File: config.mk
export PLATFORM = sky130hd
export DESIGN_NAME = nibble_serial_adder_flat
export DESIGN_NICKNAME = d
export VERILOG_FILES = /design/src/rtl/nibble_serial_adder_if.sv /design/src/rtl/nibble_serial_adder.sv /design/src/flat_wrapper.sv
export SDC_FILE = /design/constraint.sdc
export NUM_CORES = 1
export LEC_CHECK = 0
export CORE_UTILIZATION = 30
export CTS_BUF_LIST = sky130_fd_sc_hd__clkbuf_2
export CTS_CLUSTER_DIAMETER = 200
export CTS_CLUSTER_SIZE = 8
export DETAILED_ROUTE_END_ITERATION = 6
export PLACE_DENSITY = 0.63
export SETUP_SLACK_MARGIN = 0.05
export SYNTH_ARGS = -nofsm -noshare
export SYNTH_HDL_FRONTEND = slang
export SYNTH_SLANG_ARGS = --single-unit
File: constraint.sdc
create_clock -name clk_i -period 3.6 [get_ports clk_i]
set_input_delay 0.72 -clock clk_i [delete_from_list [all_inputs] [get_ports clk_i]]
set_output_delay 0.72 -clock clk_i [all_outputs]
set_load 0.05 [all_outputs]
File: src/rtl/nibble_serial_adder_if.sv
// Operand, result and adder-slice signals of the nibble-serial adder.
// The slave side is the controller; the master side drives operands and models the slice.
interface nibble_serial_adder_if;
  localparam int unsigned W  = 16;
  localparam int unsigned NW = 4;

  logic          run;
  logic [W-1:0]  a;
  logic [W-1:0]  b;
  logic          sub;
  logic [NW-1:0] slice_a_c;
  logic [NW-1:0] slice_b_c;
  logic          slice_cin_c;
  logic [NW-1:0] slice_sum;
  logic          slice_cout;
  logic [W-1:0]  sum;
  logic          cout;
  logic          overflow;
  logic          busy;
  logic          done;

  modport slave (
    input  run, a, b, sub, slice_sum, slice_cout,
    output slice_a_c, slice_b_c, slice_cin_c, sum, cout, overflow, busy, done
  );

  modport master (
    output run, a, b, sub, slice_sum, slice_cout,
    input  slice_a_c, slice_b_c, slice_cin_c, sum, cout, overflow, busy, done
  );
endinterface

File: src/rtl/nibble_serial_adder.sv
// 16-bit add/subtract that time-shares one external 4-bit adder slice,
// LSB nibble first, carrying between slices in a flop.
module nibble_serial_adder (
  input  logic                  clk_i,
  input  logic                  rst_i,
  nibble_serial_adder_if.slave  bus_io
);
  localparam int unsigned W  = 16;
  localparam int unsigned NW = 4;
  localparam int unsigned CW = 2;
  localparam int unsigned AW = W - NW;

  typedef enum logic [1:0] {IDLE, ADD, DONE} state_e;

  state_e         state_q, state_d;
  logic [CW-1:0]  cnt_q, cnt_d;
  logic [W-1:0]   a_q, a_d;
  logic [W-1:0]   b_q, b_d;
  logic           sub_q, sub_d;
  logic           carry_q, carry_d;
  logic [AW-1:0]  acc_q, acc_d;
  logic [W-1:0]   sum_q, sum_d;
  logic           cout_q, cout_d;
  logic           ovf_q, ovf_d;
  logic           busy_q, busy_d;
  logic           done_q, done_d;
  logic [NW-1:0]  a_nib, b_nib;
  logic           b_msb;

  always_ff @(posedge clk_i or posedge rst_i) begin
    if (rst_i) begin
      state_q <= IDLE;
      cnt_q   <= '0;
      a_q     <= '0;
      b_q     <= '0;
      sub_q   <= 1'b0;
      carry_q <= 1'b0;
      acc_q   <= '0;
      sum_q   <= '0;
      cout_q  <= 1'b0;
      ovf_q   <= 1'b0;
      busy_q  <= 1'b0;
      done_q  <= 1'b0;
    end else begin
      state_q <= state_d;
      cnt_q   <= cnt_d;
      a_q     <= a_d;
      b_q     <= b_d;
      sub_q   <= sub_d;
      carry_q <= carry_d;
      acc_q   <= acc_d;
      sum_q   <= sum_d;
      cout_q  <= cout_d;
      ovf_q   <= ovf_d;
      busy_q  <= busy_d;
      done_q  <= done_d;
    end
  end

  always_comb begin
    state_d = state_q;
    cnt_d   = cnt_q;
    a_d     = a_q;
    b_d     = b_q;
    sub_d   = sub_q;
    carry_d = carry_q;
    acc_d   = acc_q;
    sum_d   = sum_q;
    cout_d  = cout_q;
    ovf_d   = ovf_q;
    busy_d  = busy_q;
    done_d  = done_q;

    a_nib = a_q[{cnt_q, 2'b00} +: NW];
    b_nib = b_q[{cnt_q, 2'b00} +: NW] ^ {NW{sub_q}};
    b_msb = b_q[W-1] ^ sub_q;

    // Slice is only driven while consuming nibbles; quiet otherwise.
    bus_io.slice_a_c   = '0;
    bus_io.slice_b_c   = '0;
    bus_io.slice_cin_c = 1'b0;

    unique case (state_q)
      IDLE: begin
        if (bus_io.run) begin
          state_d = ADD;
          a_d     = bus_io.a;
          b_d     = bus_io.b;
          sub_d   = bus_io.sub;
          cnt_d   = '0;
          busy_d  = 1'b1;
          done_d  = 1'b0;
        end
      end
      ADD: begin
        bus_io.slice_a_c   = a_nib;
        bus_io.slice_b_c   = b_nib;
        bus_io.slice_cin_c = (cnt_q == '0) ? sub_q : carry_q;
        carry_d = bus_io.slice_cout;
        cnt_d   = cnt_q + CW'(1);
        case (cnt_q)
          2'd0:    acc_d[3:0]  = bus_io.slice_sum;
          2'd1:    acc_d[7:4]  = bus_io.slice_sum;
          2'd2:    acc_d[11:8] = bus_io.slice_sum;
          default: acc_d       = acc_q;
        endcase
        if (cnt_q == 2'd3) begin
          // Top slice settles directly into the result registers.
          state_d = DONE;
          sum_d   = {bus_io.slice_sum, acc_q};
          cout_d  = bus_io.slice_cout;
          ovf_d   = (a_q[W-1] == b_msb) && (bus_io.slice_sum[NW-1] != a_q[W-1]);
          busy_d  = 1'b0;
          done_d  = 1'b1;
        end
      end
      DONE: begin
        if (!bus_io.run) begin
          state_d = IDLE;
          done_d  = 1'b0;
        end
      end
      default: begin
        state_d = IDLE;
        busy_d  = 1'b0;
        done_d  = 1'b0;
      end
    endcase
  end

  assign bus_io.sum      = sum_q;
  assign bus_io.cout     = cout_q;
  assign bus_io.overflow = ovf_q;
  assign bus_io.busy     = busy_q;
  assign bus_io.done     = done_q;
endmodule
File: src/flat_wrapper.sv
// flat-port wrapper written by rule: the top's interface ports become plain ports
module nibble_serial_adder_flat 
  (clk_i, rst_i, bus_io_run, bus_io_a, bus_io_b, bus_io_sub, bus_io_slice_sum, bus_io_slice_cout, bus_io_slice_a_c, bus_io_slice_b_c, bus_io_slice_cin_c, bus_io_sum, bus_io_cout, bus_io_overflow, bus_io_busy, bus_io_done);
  nibble_serial_adder_if bus_io_i ();
  input  logic clk_i;
  input  logic rst_i;
  input wire logic [$bits(bus_io_i.run)-1:0] bus_io_run;
  input wire logic [$bits(bus_io_i.a)-1:0] bus_io_a;
  input wire logic [$bits(bus_io_i.b)-1:0] bus_io_b;
  input wire logic [$bits(bus_io_i.sub)-1:0] bus_io_sub;
  input wire logic [$bits(bus_io_i.slice_sum)-1:0] bus_io_slice_sum;
  input wire logic [$bits(bus_io_i.slice_cout)-1:0] bus_io_slice_cout;
  output wire logic [$bits(bus_io_i.slice_a_c)-1:0] bus_io_slice_a_c;
  output wire logic [$bits(bus_io_i.slice_b_c)-1:0] bus_io_slice_b_c;
  output wire logic [$bits(bus_io_i.slice_cin_c)-1:0] bus_io_slice_cin_c;
  output wire logic [$bits(bus_io_i.sum)-1:0] bus_io_sum;
  output wire logic [$bits(bus_io_i.cout)-1:0] bus_io_cout;
  output wire logic [$bits(bus_io_i.overflow)-1:0] bus_io_overflow;
  output wire logic [$bits(bus_io_i.busy)-1:0] bus_io_busy;
  output wire logic [$bits(bus_io_i.done)-1:0] bus_io_done;
  assign bus_io_i.run = bus_io_run;
  assign bus_io_i.a = bus_io_a;
  assign bus_io_i.b = bus_io_b;
  assign bus_io_i.sub = bus_io_sub;
  assign bus_io_i.slice_sum = bus_io_slice_sum;
  assign bus_io_i.slice_cout = bus_io_slice_cout;
  assign bus_io_slice_a_c = bus_io_i.slice_a_c;
  assign bus_io_slice_b_c = bus_io_i.slice_b_c;
  assign bus_io_slice_cin_c = bus_io_i.slice_cin_c;
  assign bus_io_sum = bus_io_i.sum;
  assign bus_io_cout = bus_io_i.cout;
  assign bus_io_overflow = bus_io_i.overflow;
  assign bus_io_busy = bus_io_i.busy;
  assign bus_io_done = bus_io_i.done;
  nibble_serial_adder u_core (.clk_i(clk_i), .rst_i(rst_i), .bus_io(bus_io_i));
endmodule
# --- Word-level counts from Yosys, hierarchy flattened ---
# Cells that the tools add are included.
totals:
  regBits: 70
  in_bits: 41
  out_inout_bits: 29
  elab_cells: 59
classes:
  n_addsub: 1
  n_eq_ne: 10
  shifts: 2
  mux: 17
  bitwise_logic: 3
  reduce_logical: 12
ops:
  columns: ["operator", "n"]
  rows:
  - ["$shiftx A16 B5 Y4", 2]
  - ["$reduce_and A2 Y1", 6]
  - ["$mux W2", 4]
  - ["$mux W4", 2]
  - ["$mux W1", 7]
  - ["$eq A2 B2 Y1 const B", 3]
  - ["$pmux W1 S3", 2]
  - ["$pmux W2 S3", 1]
  - ["$reduce_and A3 Y1", 2]
  - ["$eq A2 B1 Y1 const B", 2]
  - ["$logic_not A2 Y1", 2]
  - ["$ne A2 B2 Y1 const B", 2]
  - ["$pmux W2 S2", 1]
  - ["$xor A4 B4 Y4", 1]
  - ["$add A2 B1 Y2 const B", 1]
  - ["$ne A2 B1 Y1 const B", 1]
  - ["$reduce_bool A2 Y1", 1]
  - ["$eq A1 B1 Y1", 1]
  - ["$logic_and A1 B1 Y1", 1]
  - ["$ne A1 B1 Y1", 1]
  - ["$not A1 Y1", 1]
  - ["$xor A1 B1 Y1", 1]

# --- Longest topological paths before layout ---
# Gate-level depths: netlist (run 1).
logic_depth:
  word_depth: 3
  ltp_mapped: 5
  depth_no_buf: 4

# --- Least setup slack after synthesis (run 1) ---
# No wires, ideal clock.
synth_timing:
  kind: "register to output"
  start: "register u_core.cnt_q[0]"
  end: "output bus_io_slice_b_c[0]"
  t_arrival_ns: 1.819
  t_required_ns: 2.880
  slack_ns: 1.061
  stages_incl_launch_ff: 5
  n_path_buf: 1
  cell_sequence: "dfrtp_1 > buf_6 > mux4_2 > xnor2_1 > nor2_1"
synth_via:
  elab_chain_len: 3
synth_rtl:
  columns: ["element", "line_no", "rtl"]
  rows:
  - ["start, declared", "nibble_serial_adder.sv:16", "logic [CW-1:0] cnt_q, cnt_d;"]
  - ["start signal, assigned", "nibble_serial_adder.sv:46", "cnt_q <= cnt_d;"]
  - ["$shiftx A16 B5 Y4", "nibble_serial_adder.sv:75", "b_nib = b_q[{cnt_q, 2'b00} +: NW] ^ {NW{sub_q}};"]
  - ["$xor A4 B4 Y4", "nibble_serial_adder.sv:75", null]
  - ["$mux W4", "nibble_serial_adder.sv:83", "unique case (state_q)"]
  - ["end, declared", "flat_wrapper.sv:14", "output wire logic [$bits(bus_io_i.slice_b_c)-1:0] bus_io_slice_b_c;"]
# No other way between the ends.

# --- Final worst setup path (run 1) ---
layout_timing:
  start: "register u_core.cnt_q[0]"
  end: "output bus_io_slice_a_c[0]"
layout_via:
  elab_chain_len: 2
layout_rtl:
  columns: ["element", "line_no", "rtl"]
  rows:
  - ["$shiftx A16 B5 Y4", "nibble_serial_adder.sv:74", "a_nib = a_q[{cnt_q, 2'b00} +: NW];"]
  - ["$mux W4", "nibble_serial_adder.sv:83", null]
  - ["end, declared", "flat_wrapper.sv:13", "output wire logic [$bits(bus_io_i.slice_a_c)-1:0] bus_io_slice_a_c;"]
# No other way between the ends.

==> results of run 1 <==
metal layers:
metal,vias up,share of wire,GRT usage
met2,41,0.49,0.201
li1,835,-,-
met4,0,0.013,0.0483
met5,-,0,0
met3,7,0.052,0.0437
met1,906,0.45,0.153
cell usage after synthesis:
cell | instances | share of area
dfrtp_1 | 69 | 0.55
mux2_2 | 31 | 0.11
mux2_4 | 31 | 0.15
nand2_1 | 7 | 0.0083
mux4_2 | 6 | 0.043
nor2_1 | 5 | 0.0059
xnor2_1 | 5 | 0.014
and2_1 | 4 | 0.0079
ha_1 | 4 | 0.016
buf_6 | 3 | 0.011
inv_1 | 3 | 0.0036
buf_12 | 2 | 0.013
buf_2 | 2 | 0.0032
buf_4 | 2 | 0.0047
mux2i_1 | 2 | 0.0063
mux4_1 | 2 | 0.017
nand2_4 | 2 | 0.0071
nand3b_1 | 2 | 0.0047
nor2b_1 | 2 | 0.0039
o21ai_0 | 2 | 0.0032
a21o_1 | 1 | 0.0024
buf_8 | 1 | 0.0047
clkbuf_1 | 1 | 0.0012
nand2b_1 | 1 | 0.0020
nor2b_4 | 1 | 0.0043
nor3b_2 | 1 | 0.0039
o21ai_1 | 1 | 0.0016
o21bai_1 | 1 | 0.0024
o31ai_1 | 1 | 0.0024
or3_1 | 1 | 0.0020
through the flow:
| step | hold slack [ps] | setup WS, ps | instances |
|---|---|---|---|
| final | 499 | 225 | 409 |
| after global routing | 541 | 57.2 | 409 |
| after CTS | 507 | 88.1 | 409 |
| after detailed placement | 468 | 550 | 394 |
| after global placement | 464 | 546 | 394 |
| after floorplan | 445 | 1060 | 196 |
layout make-up:
type,count,area share
multi-input combinational,113,0.325
sequential,69,0.426
clock inverter,6,0.0136
inverter,3,0.00278
timing repair buffer,73,0.179
clock buffer,9,0.0111
tap,136,0.0419
critical path: stages (launching register included):
cell and delay, ps:
dfrtp_2 580, buf_4 200, mux4_1 520, and2_1 180, clkdlybuf4s50_1 700
power by group through the flow:
stage | Combinational [uW] | Clock (uW) | Sequential [uW]
2_1_floorplan | 1560 | 0 | 1740
3_3_place_gp | 2420 | 0 | 1470
3_5_place_dp | 2450 | 0 | 1480
4_1_cts | 2450 | 440 | 1460
5_1_grt | 2560 | 482 | 1520
6_report | 2410 | 416 | 1450
flip-flops by register name (all words and copies together), names as in the netlist:
register and flops:
u_core.a_q 16, u_core.b_q 16, u_core.bus_io.sum 16, u_core.acc_q 12, u_core.cnt_q 2, u_core.bus_io.busy 1, u_core.bus_io.cout 1, u_core.bus_io.done 1
u_core.bus_io.overflow 1, u_core.carry_q 1, u_core.state_q 1, u_core.sub_q 1
logic make-up after synthesis:
logic type               after synthesis  synth area share
multiplexers                          72             0.323
flip-flops                            69             0.545
AND/OR/NAND/NOR                       26            0.0502
buffers and inverters                 14            0.0407
AO/OA/AOI/OAI                          6            0.0118
XOR/XNOR                               5            0.0138
adder cells (fa/ha/maj)                4            0.0158
repair_timing:
action / in CTS / in global routing
gates resized for setup: 1 / 4
endpoints found under the setup margin: 7 / 4
setup buffers: 0 / 0
how the worst min path moves through the flow:
stage,endpoint,slack (ps),cells past startpoint
6_report,u_core.carry_q,500,2
5_1_grt,u_core.carry_q,540,2
4_1_cts,u_core.carry_q,510,2
3_5_place_dp,u_core.carry_q,470,2
3_3_place_gp,u_core.bus_io.overflow,460,2
2_1_floorplan,u_core.carry_q,440,2
==> impl_results.md, run 1 <==
* RePlAce Congestion at 0.686
* Gate count of the mapped netlist at 196
* Max-slew headroom at 0.353
* Status: finished, final reports clean
* LEAKAGE at 0.00178 uW
* CTS Root Buffer Type: clkbuf_2
* Slew @ Worst Pin at 968 ps
* Syn_area_per_cell at 16.2 um^2
* Setup_tns at 0 ps
* ANT nets after route at 0
* Die ar. at 11000 um^2
* Longest Clk Path Bufs at 2
* Core Area at 10300 um^2
* Worst Min Path Start: u_core.carry_q
* Final net count at 314
* Routed via count at 1789
* CTS buffer count at 9
* Worst Path Max Fanout at 10
* Design internal power at 2490 uW
* First DRT Iteration DRCs at 43
* RSZ-0062 raised after global routing: no
* FMAX at 0.296 GHz
* Reg2reg start: u_core.cnt_q[1]
* Commonest non-fill, non-tap cell in the layout: dfrtp_1
* Worst hold path class: flop to flop
* Initial Util at 0.308
* Num Clock Sinks at 69
* Worst R2R End: u_core.bus_io.sum[8]
* Vias in the first global route at 1975
* HPWL Detailed at 4320 um
* Drt wl/cell at 14.9 um
* Syn nets at 241
* Sequential-to-total area share from yosys stat at 0.545
* Clk pwr share at 0.097
* Final Critical Period at 3370 ps
* CP endpoint: bus_io_slice_a_c[0]
* Reg power frac at 0.339
* Seq. cell area at 1730 um^2
* Layout cell share with drive strength beyond 1 at 0.337
* Final Core Density at 0.395
* DRC violations left at 0
* Post-Route WL at 6110 um
* Setup violators final at 0
* FF-to-FF setup slack at 1450 ps
* IO Pins at 70
* Commonest non-fill, non-tap cells in the layout: 67 x dfrtp_1, 66 x clkdlybuf4s50_1, 31 x mux2_2, 31 x mux2_4, 9 x clkbuf_2
* Final Skew at 16.6 ps
* NetSw at 1800 uW
* #FFs+latches synth at 69
* Largest net degree at the start of global routing at 41
* Max-cap violations at 0
* DIE WIDTH at 105 um
* Setup CP Type: flop to output port
* Proportion of power drawn by combinational gates at 0.564
* Final hold viol count at 0
* Tot Pwr at 4280 uW
* Die Ht at 105 um
* Final critical-path share of the clock period at 0.937
* Clk Latency, worst-skew pair at 490 ps
* Site Rows at 37
* Pre-antenna DRT Iters at 3
* Post-CTS Hold Buffers at 0
* Clock transition at the registers of the reported paths at 170 ps
* Worst Path Required at 2880 ps
* Switching power share of the total at 0.419
* GRT Total Usage at 0.125
* Design area at 4060 um^2
* Pwr dens at 1060 nW/um^2
* DP Area at 3950 um^2
* Final Max Tran Viols at 0
* Synth unique cells at 30
* Footprint of the multi-input gates at 1320 um^2
* Setup crit end kind: output port
* Cell Area, Synth at 3170 um^2
* Reg2Reg Depth at 3
* Port bufs at 69
* CP Data Arrival Time at 2650 ps
* Area delta synth->final at 28.1%
* CP startpoint: u_core.cnt_q[0]
* Vias/cell at 4.37
* Initial antenna violation count at 0
* Antenna cells at 0
* First-pass GRT wire length at 10300 um
* Filler Cell Count at 1005
* VDD IR-drop max at 0.455 mV
* H-tree Lvls at 3
* Synth warn at 0
* Global route total overflow at 0
* CTS tree: yes
* CP startpoint kind: flop
Note: power is estimated with default switching activity, not from simulation.
==> run 2: changes to the inputs <==
--- a/config.mk
+++ b/config.mk
@@ -5,11 +5,13 @@
 export SDC_FILE = /design/constraint.sdc
 export NUM_CORES = 1
 export LEC_CHECK = 0
+export CORE_ASPECT_RATIO = 0.6
 export CORE_UTILIZATION = 30
 export CTS_BUF_LIST = sky130_fd_sc_hd__clkbuf_2
 export CTS_CLUSTER_DIAMETER = 200
 export CTS_CLUSTER_SIZE = 8
 export DETAILED_ROUTE_END_ITERATION = 6
+export GPL_ROUTABILITY_DRIVEN = 0
 export PLACE_DENSITY = 0.63
 export SETUP_SLACK_MARGIN = 0.05
 export SYNTH_ARGS = -nofsm -noshare
==> run 2 against run 1 <==
Worst setup slack improved by 27 ps. Routed wire length up 6.4%. Global-route usage rose by 0.53 points. Count of clock-buffer cells in the layout rose by 1. Critical path depth did not move. Non-clock buffer count unchanged. Highest routed layer unchanged. Critical endpoint is now bus_io_slice_a_c[1]. Die area grew 0.13%. Cell count unchanged. Sequential share of layout area decreased by 0.63 points. Sequential power hardly changed. Clock power is 37% higher.
==> impl_results.md, run 2 (synthesis results as in run 1) <==
* Final hold viol count at 0
* Vias in the first global route at 1901
* Die Ht at 81.6 um
* Setup_tns at 0 ps
* Worst hold path class: flop to flop
* Worst R2R End: u_core.bus_io.sum[12]
* Reg2Reg Depth at 3
* Initial antenna violation count at 0
* Worst Path Required at 2880 ps
* Post-Route WL at 6500 um
* Worst Path Max Fanout at 9
* Max-slew headroom at 0.349
* First DRT Iteration DRCs at 65
* Drt wl/cell at 15.9 um
* Slew @ Worst Pin at 974 ps
* Final Core Density at 0.410
* Clk Latency, worst-skew pair at 490 ps
* Setup violators final at 0
* RSZ-0062 raised after global routing: no
* First-pass GRT wire length at 10500 um
* FMAX at 0.299 GHz
* Longest Clk Path Bufs at 2
* # placed instances at 393
* DRC violations left at 0
* Global route total overflow at 0
* Final net count at 314
* Setup CP Type: flop to output port
* Antenna cells at 0
* CTS tree: yes
* DP Area at 3960 um^2
* Most used routing layer in global routing: met1
* CTS Root Buffer Type: clkbuf_2
* Port bufs at 69
* Worst Min Path Start: u_core.carry_q
* ANT nets after route at 0
* LEAKAGE at 0.00178 uW
* CTS buffer count at 9
* Hold Path Sink: u_core.carry_q
* Final Max Tran Viols at 0
* Vias/cell at 4.36
* Final critical-path share of the clock period at 0.930
* Initial Util at 0.315
* Final Skew at 19.8 ps
* DIE WIDTH at 135 um
* GRT Total Usage at 0.130
* IO Pins at 70
* Area delta synth->final at 30.0%
* VDD IR-drop max at 0.432 mV
* Cell depth of the worst hold path at 2
* Routed via count at 1783
* Clock transition at the registers of the reported paths at 190 ps
* Design area at 4120 um^2
* Status: finished, final reports clean
* Reg2reg start: u_core.cnt_q[1]
* Pwr dens at 1080 nW/um^2
* H-tree Lvls at 3
* Post-CTS Setup Bufs at 0
* Largest net degree at the start of global routing at 40
* CP startpoint kind: flop
* Final Critical Period at 3350 ps
* Layout cell share with drive strength beyond 1 at 0.347
* Max-cap violations at 0
* Core Area at 10100 um^2
* Num Clock Sinks at 69
* FF-to-FF setup slack at 1440 ps
* CP Data Arrival Time at 2630 ps
* HPWL Detailed at 4660 um
* Site Rows at 28
* Final non-filler cell total at 409
* Pre-antenna DRT Iters at 4
* Commonest non-fill, non-tap cells in the layout: 67 x clkdlybuf4s50_1, 67 x dfrtp_1, 31 x mux2_2, 31 x mux2_4, 10 x clkbuf_2
* Met3 Use GR at 0.0605
* GR met1 Demand/Resource at 0.183
* Met2 usage at 0.180
* Setup crit end kind: output port
* Die ar. at 11000 um^2
==> run 2: through the flow <==
step / hold slack (ps) / power [uW] / setup slack, ps
global placement: 464 / 3900 / 605
CTS: 505 / 4530 / 77.1
finish: 500 / 4460 / 252
floorplan: 445 / 3310 / 1060
global route: 532 / 4730 / 66.0
detailed placement: 467 / 3950 / 587
==> run 2: area by class of cell <==
type,instances,area (um^2)
Fill cell,919,5940
Tap cell,135,169
Inverter,3,11.3
Sequential cell,69,1730
Clock buffer,10,50.0
Multi-Input combinational cell,113,1320
Timing Repair Buffer,73,729
Clock inverter,6,111
==> run 2: worst max-delay path by stage <==
stage,startpoint,to
after global placement,u_core.cnt_q[0],bus_io_slice_b_c[1]
after floorplan,u_core.cnt_q[0],bus_io_slice_b_c[0]
after detailed placement,u_core.cnt_q[0],bus_io_slice_b_c[1]
final,u_core.cnt_q[0],bus_io_slice_a_c[1]
after global routing,u_core.cnt_q[0],bus_io_slice_a_c[1]
after CTS,u_core.cnt_q[1],bus_io_slice_cin_c
==> run 2: report_power, final <==
part | internal (uW) | total (uW) | leakage (uW) | switching, uW
clock network | 303 | 571 | 0.0000937 | 268
registers | 1170 | 1450 | 0.000812 | 281
logic | 1160 | 2440 | 0.000877 | 1280
total | 2630 | 4460 | 0.00178 | 1830
==> run 2: per-layer routing <==
layer  part of all wire  vias to the layer above
met5                  0                        -
met4             0.0052                        0
met3              0.077                        5
met2               0.41                       51
met1               0.51                      887
li1                   -                      840
==> run 2: timing repair <==
action	4_1_cts	5_1_grt
pin swaps	0	0
gates resized for setup	2	1
hold buffers	0	0
endpoints found under the setup margin	3	1
==> run 2: worst max-delay path, stage by stage, from the launching register on <==
cell and delay [ps]:
dfrtp_2 550, buf_4 200, mux4_1 530, and2_1 170, clkdlybuf4s50_1 690
